### config.mk
export PLATFORM = sky130hd
export DESIGN_NAME = decode_stage
export DESIGN_NICKNAME = d
export VERILOG_FILES = /design/src/rtl/decode_stage.sv
export SDC_FILE = /design/constraint.sdc
export NUM_CORES = 1
export LEC_CHECK = 0
export BUFFER_PORTS_ARGS = -buffer_cell sky130_fd_sc_hd__buf_2
export CAP_MARGIN = 10
export CORE_MARGIN = 2
export CORE_UTILIZATION = 53
export DETAILED_ROUTE_END_ITERATION = 16
export PLACE_DENSITY_LB_ADDON = 0.3
export SLEW_MARGIN = 15
export SYNTH_ARGS = -nofsm -noshare
export SYNTH_HDL_FRONTEND = slang
export SYNTH_SLANG_ARGS = --single-unit
export TNS_END_PERCENT = 20
### constraint.sdc
create_clock -name clk -period 3.6 [get_ports clk]
set_input_delay 0.36 -clock clk [delete_from_list [all_inputs] [get_ports clk]]
set_output_delay 0.36 -clock clk [all_outputs]
set_load 0.02 [all_outputs]
### src/rtl/decode_stage.sv
// Registered instruction-decode stage for a 32-bit MIPS-style datapath.
// Classifies the opcode, extracts the fields, extends the immediate and
// computes branch/jump targets. A one-cycle bubble is inserted when an
// instruction depends on the load issued directly before it.
module decode_stage #(
    parameter int DATA_W       = 32,
    parameter int PC_W         = 32,
    parameter int REG_ADDR_W   = 5,
    parameter int INTERLOCK_EN = 1,
    parameter int STALL_CNT_W  = 16
) (
    input  logic                   clk,
    input  logic                   rst,
    input  logic                   flush,
    input  logic                   in_valid,
    output logic                   in_ready,
    input  logic [31:0]            in_instr,
    input  logic [PC_W-1:0]        in_pc,
    output logic                   out_valid,
    input  logic                   out_ready,
    output logic [5:0]             out_op,
    output logic [REG_ADDR_W-1:0]  out_rs,
    output logic [REG_ADDR_W-1:0]  out_rt,
    output logic [REG_ADDR_W-1:0]  out_dst,
    output logic [5:0]             out_funct,
    output logic [4:0]             out_shamt,
    output logic [DATA_W-1:0]      out_imm,
    output logic [PC_W-1:0]        out_target,
    output logic [PC_W-1:0]        out_pc,
    output logic [2:0]             out_class,
    output logic                   out_reg_write,
    output logic                   out_mem_read,
    output logic                   out_mem_write,
    output logic                   out_illegal,
    output logic [STALL_CNT_W-1:0] stall_count
);

    typedef enum logic [2:0] {
        CLS_R   = 3'd0,
        CLS_IMM = 3'd1,
        CLS_LW  = 3'd2,
        CLS_SW  = 3'd3,
        CLS_BEQ = 3'd4,
        CLS_J   = 3'd5,
        CLS_ILL = 3'd7
    } class_e;

    localparam logic [5:0] OP_R    = 6'h00;
    localparam logic [5:0] OP_ADDI = 6'h08;
    localparam logic [5:0] OP_ANDI = 6'h0C;
    localparam logic [5:0] OP_ORI  = 6'h0D;
    localparam logic [5:0] OP_LW   = 6'h23;
    localparam logic [5:0] OP_SW   = 6'h2B;
    localparam logic [5:0] OP_BEQ  = 6'h04;
    localparam logic [5:0] OP_J    = 6'h02;

    // Raw fields of the presented instruction; register indices zero-padded.
    logic [5:0]            op;
    logic [REG_ADDR_W-1:0] rs, rt, rd;
    logic [DATA_W-1:0]     imm_sext, imm_zext;
    logic [PC_W-1:0]       pc_plus4, br_target, j_target;

    assign op       = in_instr[31:26];
    assign rs       = REG_ADDR_W'(in_instr[25:21]);
    assign rt       = REG_ADDR_W'(in_instr[20:16]);
    assign rd       = REG_ADDR_W'(in_instr[15:11]);
    assign imm_sext = {{(DATA_W-16){in_instr[15]}}, in_instr[15:0]};
    assign imm_zext = {{(DATA_W-16){1'b0}}, in_instr[15:0]};
    assign pc_plus4 = in_pc + PC_W'(4);
    assign br_target = pc_plus4 + {{(PC_W-18){in_instr[15]}}, in_instr[15:0], 2'b00};

    // Jump keeps the region bits of pc+4 above bit 27 and replaces the rest.
    always_comb begin
        j_target       = pc_plus4;
        j_target[27:0] = {in_instr[25:0], 2'b00};
    end

    // Decoded attributes of the presented instruction.
    class_e                dec_class;
    logic [REG_ADDR_W-1:0] dec_dst;
    logic [DATA_W-1:0]     dec_imm;
    logic [PC_W-1:0]       dec_target;

    // Opcode classification, destination, immediate and target selection.
    always_comb begin
        // NOTE: every output of this block gets a default first, so no path
        // leaves a variable unassigned and no latch is inferred.
        dec_class  = CLS_ILL;
        dec_dst    = '0;
        dec_imm    = '0;
        dec_target = '0;
        case (op)
            OP_R: begin
                dec_class = CLS_R;
                dec_dst   = rd;
            end
            OP_ADDI: begin
                dec_class = CLS_IMM;
                dec_dst   = rt;
                dec_imm   = imm_sext;
            end
            OP_ANDI, OP_ORI: begin
                dec_class = CLS_IMM;
                dec_dst   = rt;
                dec_imm   = imm_zext;
            end
            OP_LW: begin
                dec_class = CLS_LW;
                dec_dst   = rt;
                dec_imm   = imm_sext;
            end
            OP_SW: begin
                dec_class = CLS_SW;
                dec_imm   = imm_sext;
            end
            OP_BEQ: begin
                dec_class  = CLS_BEQ;
                dec_imm    = imm_sext;
                dec_target = br_target;
            end
            OP_J: begin
                dec_class  = CLS_J;
                dec_target = j_target;
            end
            default: ;
        endcase
    end

    // Load-use hazard tracking and handshake.
    logic                  ld_pend;
    logic [REG_ADDR_W-1:0] ld_dst;
    logic                  uses_rt;
    logic                  hazard;
    logic                  load_en;
    logic                  transfer;

    assign uses_rt  = (dec_class == CLS_R) || (dec_class == CLS_SW) || (dec_class == CLS_BEQ);
    assign hazard   = (INTERLOCK_EN != 0) && in_valid && ld_pend &&
                      ((rs == ld_dst) || (uses_rt && (rt == ld_dst)));
    assign load_en  = !out_valid || out_ready;
    assign in_ready = load_en && !hazard && !flush && !rst;
    assign transfer = in_valid && in_ready;

    // Output register, hazard state and bubble counter; reset beats flush,
    // flush beats hazard and back-pressure.
    always_ff @(posedge clk) begin
        // NOTE: state is updated with non-blocking assignments so every
        // register samples pre-edge values regardless of statement order.
        if (rst) begin
            out_valid     <= 1'b0;
            out_op        <= '0;
            out_rs        <= '0;
            out_rt        <= '0;
            out_dst       <= '0;
            out_funct     <= '0;
            out_shamt     <= '0;
            out_imm       <= '0;
            out_target    <= '0;
            out_pc        <= '0;
            out_class     <= '0;
            out_reg_write <= 1'b0;
            out_mem_read  <= 1'b0;
            out_mem_write <= 1'b0;
            out_illegal   <= 1'b0;
            ld_pend       <= 1'b0;
            ld_dst        <= '0;
            stall_count   <= '0;
        end else if (flush) begin
            out_valid <= 1'b0;
            ld_pend   <= 1'b0;
        end else if (load_en) begin
            if (hazard) begin
                out_valid <= 1'b0;
                ld_pend   <= 1'b0;
                if (stall_count != '1) begin
                    stall_count <= stall_count + STALL_CNT_W'(1);
                end
            end else if (transfer) begin
                out_valid     <= 1'b1;
                out_op        <= op;
                out_rs        <= rs;
                out_rt        <= rt;
                out_dst       <= dec_dst;
                out_funct     <= in_instr[5:0];
                out_shamt     <= in_instr[10:6];
                out_imm       <= dec_imm;
                out_target    <= dec_target;
                out_pc        <= in_pc;
                out_class     <= dec_class;
                out_reg_write <= (dec_dst != '0);
                out_mem_read  <= (dec_class == CLS_LW);
                out_mem_write <= (dec_class == CLS_SW);
                out_illegal   <= (dec_class == CLS_ILL);
                ld_pend       <= (dec_class == CLS_LW) && (rt != '0);
                ld_dst        <= rt;
            end else begin
                out_valid <= 1'b0;
                ld_pend   <= 1'b0;
            end
        end
    end

endmodule

# After elaboration in Yosys (flattened, before gate mapping)
# Cells that the tools add are included.
[totals]
regBits = 153
input_bits = 69
out_inout_bits = 153
elab_cells = 71
[op_classes]
add_sub_neg = 3
n_eq_ne = 14
mux = 8
bitwise = 2
n_reduce_logical = 27
[op_table]
columns = ["operator", "count"]
rows = [
  ["one-hot mux 32 bit (2 select lines)", 2],
  ["adder 32 x 3 -> 32 bit (second input constant)", 1],
  ["adder 32 bit", 1],
  ["equality test 6 x 4 -> 1 bit (second input constant)", 3],
  ["one-hot mux 3 bit (6 select lines)", 1],
  ["adder 16 x 1 -> 16 bit (second input constant)", 1],
  ["!= test 16 bit (second input constant)", 1],
  ["equality test 6 bit (second input constant)", 2],
  ["equality test 5 bit", 2],
  ["one-hot mux 5 bit (2 select lines)", 1],
  ["nonzero test 5 bit", 2],
  ["logical AND 1 bit", 8],
  ["AND reduction 4 bit", 2],
  ["OR reduction 4 bit", 2],
  ["equality test 3 x 2 -> 1 bit (second input constant)", 2],
  ["equality test 3 bit (second input constant)", 2],
  ["equality test 6 x 2 -> 1 bit (second input constant)", 1],
  ["equality test 6 x 3 -> 1 bit (second input constant)", 1],
  ["logical NOT 6 bit", 1],
  ["logical NOT 1 bit", 4],
  ["logical OR 1 bit", 4],
  ["2-to-1 mux 1 bit", 4],
  ["OR reduction 2 bit", 2],
  ["logical NOT 3 bit", 1],
  ["2 further kinds", 3],
]

# Longest topological paths before layout
[logic_depth]
ltp_word = 16
depth_mapped = 15
depth_no_buf = 15

# Worst setup path after synthesis
# OpenSTA, ideal clock, no wires.
[synth_path]
kind = "in2reg"
from = "input in_pc[6]"
to = "register out_target[26]"
setup_time_ns = 0.134
arrival_time_ns = 3.167
t_required_ns = 3.466
slack_ns = 0.299
path_stages = 12
n_path_buf = 0
path_cell_list = "nand3_1 -> nor3_1 -> nand4_1 -> nor3_1 -> xor2_1 -> ha_1 -> a21o_1 -> a21o_1 -> a21o_1 -> or4b_2 -> a32oi_1 -> a211oi_1"
[synth_between]
elab_chain_len = 3
[synth_rtl]
columns = ["item", "line", "text"]
rows = [
  ["start, declared", "18", "input logic [PC_W-1:0] in_pc,"],
  ["adder 32 x 3 -> 32 bit", "69", "assign pc_plus4 = in_pc + PC_W'(4);"],
  ["adder 32 bit", "70", "assign br_target = pc_plus4 + {{(PC_W-18){in_instr[15]}}, in_instr[15:0], 2'b00};"],
  ["one-hot mux 32 bit (2 select lines)", "92", "case (op)"],
  ["end signal, assigned", "187", "out_target <= dec_target;"],
  ["end, declared", "28", "output logic [PC_W-1:0] out_target,"],
]
# No other way between the ends.
# A chain may end at the register's enable or synchronous reset.

# Worst setup path in the final report
[layout_path]
from = "input in_pc[2]"
to = "register out_target[27]"
# Same word-level chain as after synthesis.

==> summary.md <==
| Metric | Value |
|---|---|
| Status | complete, no violations |
| Initial antenna violation count | 0 |
| Max Clock Freq | 298 MHz |
| CTS buffer count | 17 |
| Synthesized cell area | 7670 um2 |
| Via count | 8038 |
| Routed wire length | 23300 um |
| DIE AREA | 15400 um2 |
| Core Box Area | 14000 um2 |
| Vert. Die Dim | 124 um |
| Syn Inst Count | 1003 |
| LEAKAGE | 4.26 nW |
| Worst Setup Start Kind | primary input |
| Ys flop type | dfxtp_1 |
| Syn_area_per_cell | 7.65 um2 |
| Final Wtd Congestion | 0.935 |
| CP required | 3.95 ns |
| Max-cap violations | 0 |
| Power Internal | 0.00286 W |
| CTS tree | yes |
| Endpoints failing setup | 0 |
| Skew-Pair Late Insertion Delay | 0.43 ns |
| Flop2flop setup slack | 1.04 ns |
| Root buf cell | clkbuf_16 |
| YS warnings | 0 |
| Worst slew pin tran | 0.821 ns |
| Clk buf depth | 2 |
| Finished Layout Cells | 1412 |
| Setup_tns | 0 ns |
| RSZ-0062 raised after global routing | false |
| Iter 0 DRT Violations | 643 |
| #FFs+latches synth | 138 |
| Pwr Density | 418 nW/um2 |
| Slew Limit Fails | 0 |
| Fin. Hold Viols | 0 |
| First-pass GRT wire length | 37500 um |
| Commonest cells after routing, fill and taps aside | 220 x buf_2, 175 x nand2_1, 138 x dfxtp_1, 120 x a21oi_1, 95 x nor2_1 |
| CP Max Fanout | 5 |
| I/O pins | 222 |
| Post-synth EDFFs | 0 |
| Largest net degree at the start of global routing | 77 |
| Nets | 1321 |
| GRT Total Usage | 29.3% |
| Clock power frac | 43.0% |
| Die Wd | 124 um |
| Clk_skew | 0.0101 ns |
| Distinct cells, synth | 56 |
| Post-Layout Inst Area | 9650 um2 |
| Hold-fix buffers at CTS | 0 |
| CTS H-tree lvls | 4 |
| Worst EP arrival | 3.70 ns |
| Dpl cells | 1381 |
| Grt ovf | 0 |
| Type of the worst min-delay path | in -> reg |
| Worst path max stage delay | 0.52 ns |
| Crit path max-delay family | compound AO/OA/AOI/OAI gates |
| Relative slew slack | 45.3% |
| Row count | 43 |
| PortBufs | 221 |
| Post-route clock period utilization | 93.1% |
| Worst setup EP type | flop |
| HPWL Detailed | 16600 um |
| Clk slew on worst S/H paths | 0.06 ns |
| Post-Syn Nets | 1104 |
| Maximum vdd drop | 0.000348 V |
| Initial Utilization | 54.8% |
| Commonest non-fill, non-tap cell in the layout | buf_2 |
| NetSw | 0.00117 W |
| WL per Instance | 16.5 um |
| 1st-pass router iterations | 7 |
| Sequential power share | 39.6% |
| Clock sinks | 138 |
| Logic pwr share | 17.4% |
| Sw frac | 29.0% |
| Diodes inserted | 0 |
| Worst-path cell chain | buf_2 -> ha_1 -> nand3_1 -> nor2_1 -> nand3_1 -> xnor2_1 -> ha_1 -> a21oi_1 -> o21ai_0 -> a2111oi_0 -> o21ai_0 -> o21ai_1 -> nand2_1 -> or4_1 -> a31oi_1 |
| Vias in the first global route | 7620 |
| Sequential cell area fraction in the yosys report | 36.0% |
| Fraction of layout cells with a size suffix above 1 | 25.2% |
| CP Buf/Inv Count | 1 |
| Synth-to-layout area growth | 25.8% |
| Cell Area, Placed | 9070 um2 |
| Critical path class | in -> reg |
| # DRC | 0 |
| Post-route ant nets | 0 |
| Asr flop ratio synth | 0% |
| Final Util | 69.0% |
| Routed vias/inst | 5.69 |
| Minimum clock period | 3.35 ns |
| Critical path's slowest cell | or4_1 |
==> worst paths after layout <==
kind                                  from               to  depth (start not counted)
worst max-delay path              in_pc[2]   out_target[27]                         15
worst min-delay path                 flush        out_valid                          2
worst min register to register  out_pc[28]       out_pc[28]                          2
worst max register to register   ld_dst[0]  stall_count[11]                          9
==> cell usage after synthesis (3+ instances only) <==
library cell,n,area (um2)
o21a_1,4,30.0
buf_2,12,60.1
a31oi_1,5,31.3
and4_1,6,52.6
nor2_1,95,357
xnor2_1,34,298
a21o_1,10,75.1
nor4_1,4,25.0
a22oi_1,8,60.1
o211ai_1,3,22.5
nand3_1,44,220
and3_1,14,87.6
ha_1,31,388
a21oi_1,120,601
nand4_1,15,93.8
o21ai_0,27,135
inv_1,23,86.3
a221oi_1,15,131
clkbuf_1,42,158
a211oi_1,30,225
or4_1,3,22.5
xor2_1,35,307
mux2i_1,4,40.0
nor3_1,34,170
nand2b_1,4,25.0
o21bai_1,6,45.0
buf_4,16,120
nand2_1,175,657
dfxtp_1,138,2760
or3_1,8,50.1
==> kinds of logic (layout without fill, tap and decap cells) <==
group | Yosys count | after routing | share of synthesized area [%]
compound gates | 247 | 247 | 20.0
fa+ha+maj | 32 | 32 | 5.32
mux | 4 | 4 | 0.522
buf+inv | 96 | 325 | 5.77
simple gates | 417 | 417 | 24.5
xor+xnor | 69 | 69 | 7.88
flops | 138 | 138 | 36.0
==> sequential cells by signal (all words and copies together), names as in the netlist <==
signal	cells
out_reg_write	1
out_class	3
out_mem_write	1
out_mem_read	1
out_funct	6
out_shamt	5
ld_dst	5
out_pc	32
ld_pend	1
out_target	32
out_rs	5
out_dst	5
out_op	6
out_valid	1
out_imm	17
stall_count	16
out_illegal	1
==> what timing repair did <==
item,in CTS,in global routing
setup endpoints to repair,0,2
setup buffers,0,0
resized for setup,0,2
==> power groups by stage <==
stage	combinational [W]	sequential, W	clock, W
global route	0.000770	0.00160	0.00182
finish	0.000703	0.00160	0.00173
global placement	0.000680	0.00163	0
CTS	0.000697	0.00160	0.00174
floorplan	0.000379	0.00168	0
detailed placement	0.000689	0.00163	0
==> per-stage QoR <==
step / setup WS [ns] / power (W) / hold WS [ns]
final: 0.248 / 0.00403 / 0.130
after global routing: 0.00370 / 0.00419 / 0.129
after CTS: 0.231 / 0.00403 / 0.127
after detailed placement: -0.0766 / 0.00232 / 0.443
after global placement: -0.0671 / 0.00231 / 0.434
after floorplan: 0.299 / 0.00206 / 0.434
==> metal layers <==
layer  GRT usage [%]  vias up  part of all wire [%]
li1                -     3959                     -
met1            35.0     3733                    41
met2            51.7      301                    50
met3            6.66       45                   6.3
met4            9.85        0                   2.2
met5               0        -                     0
==> final cells by class <==
type	count	area (um2)
Inverter	23	86.3
Tap cell	180	225
Clock buffer	18	429
Fill cell	1239	4340
Clock inverter	13	144
Multi-Input combinational cell	769	4490
Sequential cell	138	2760
Timing Repair Buffer	271	1510
Note: power is estimated with default switching activity, not from simulation.
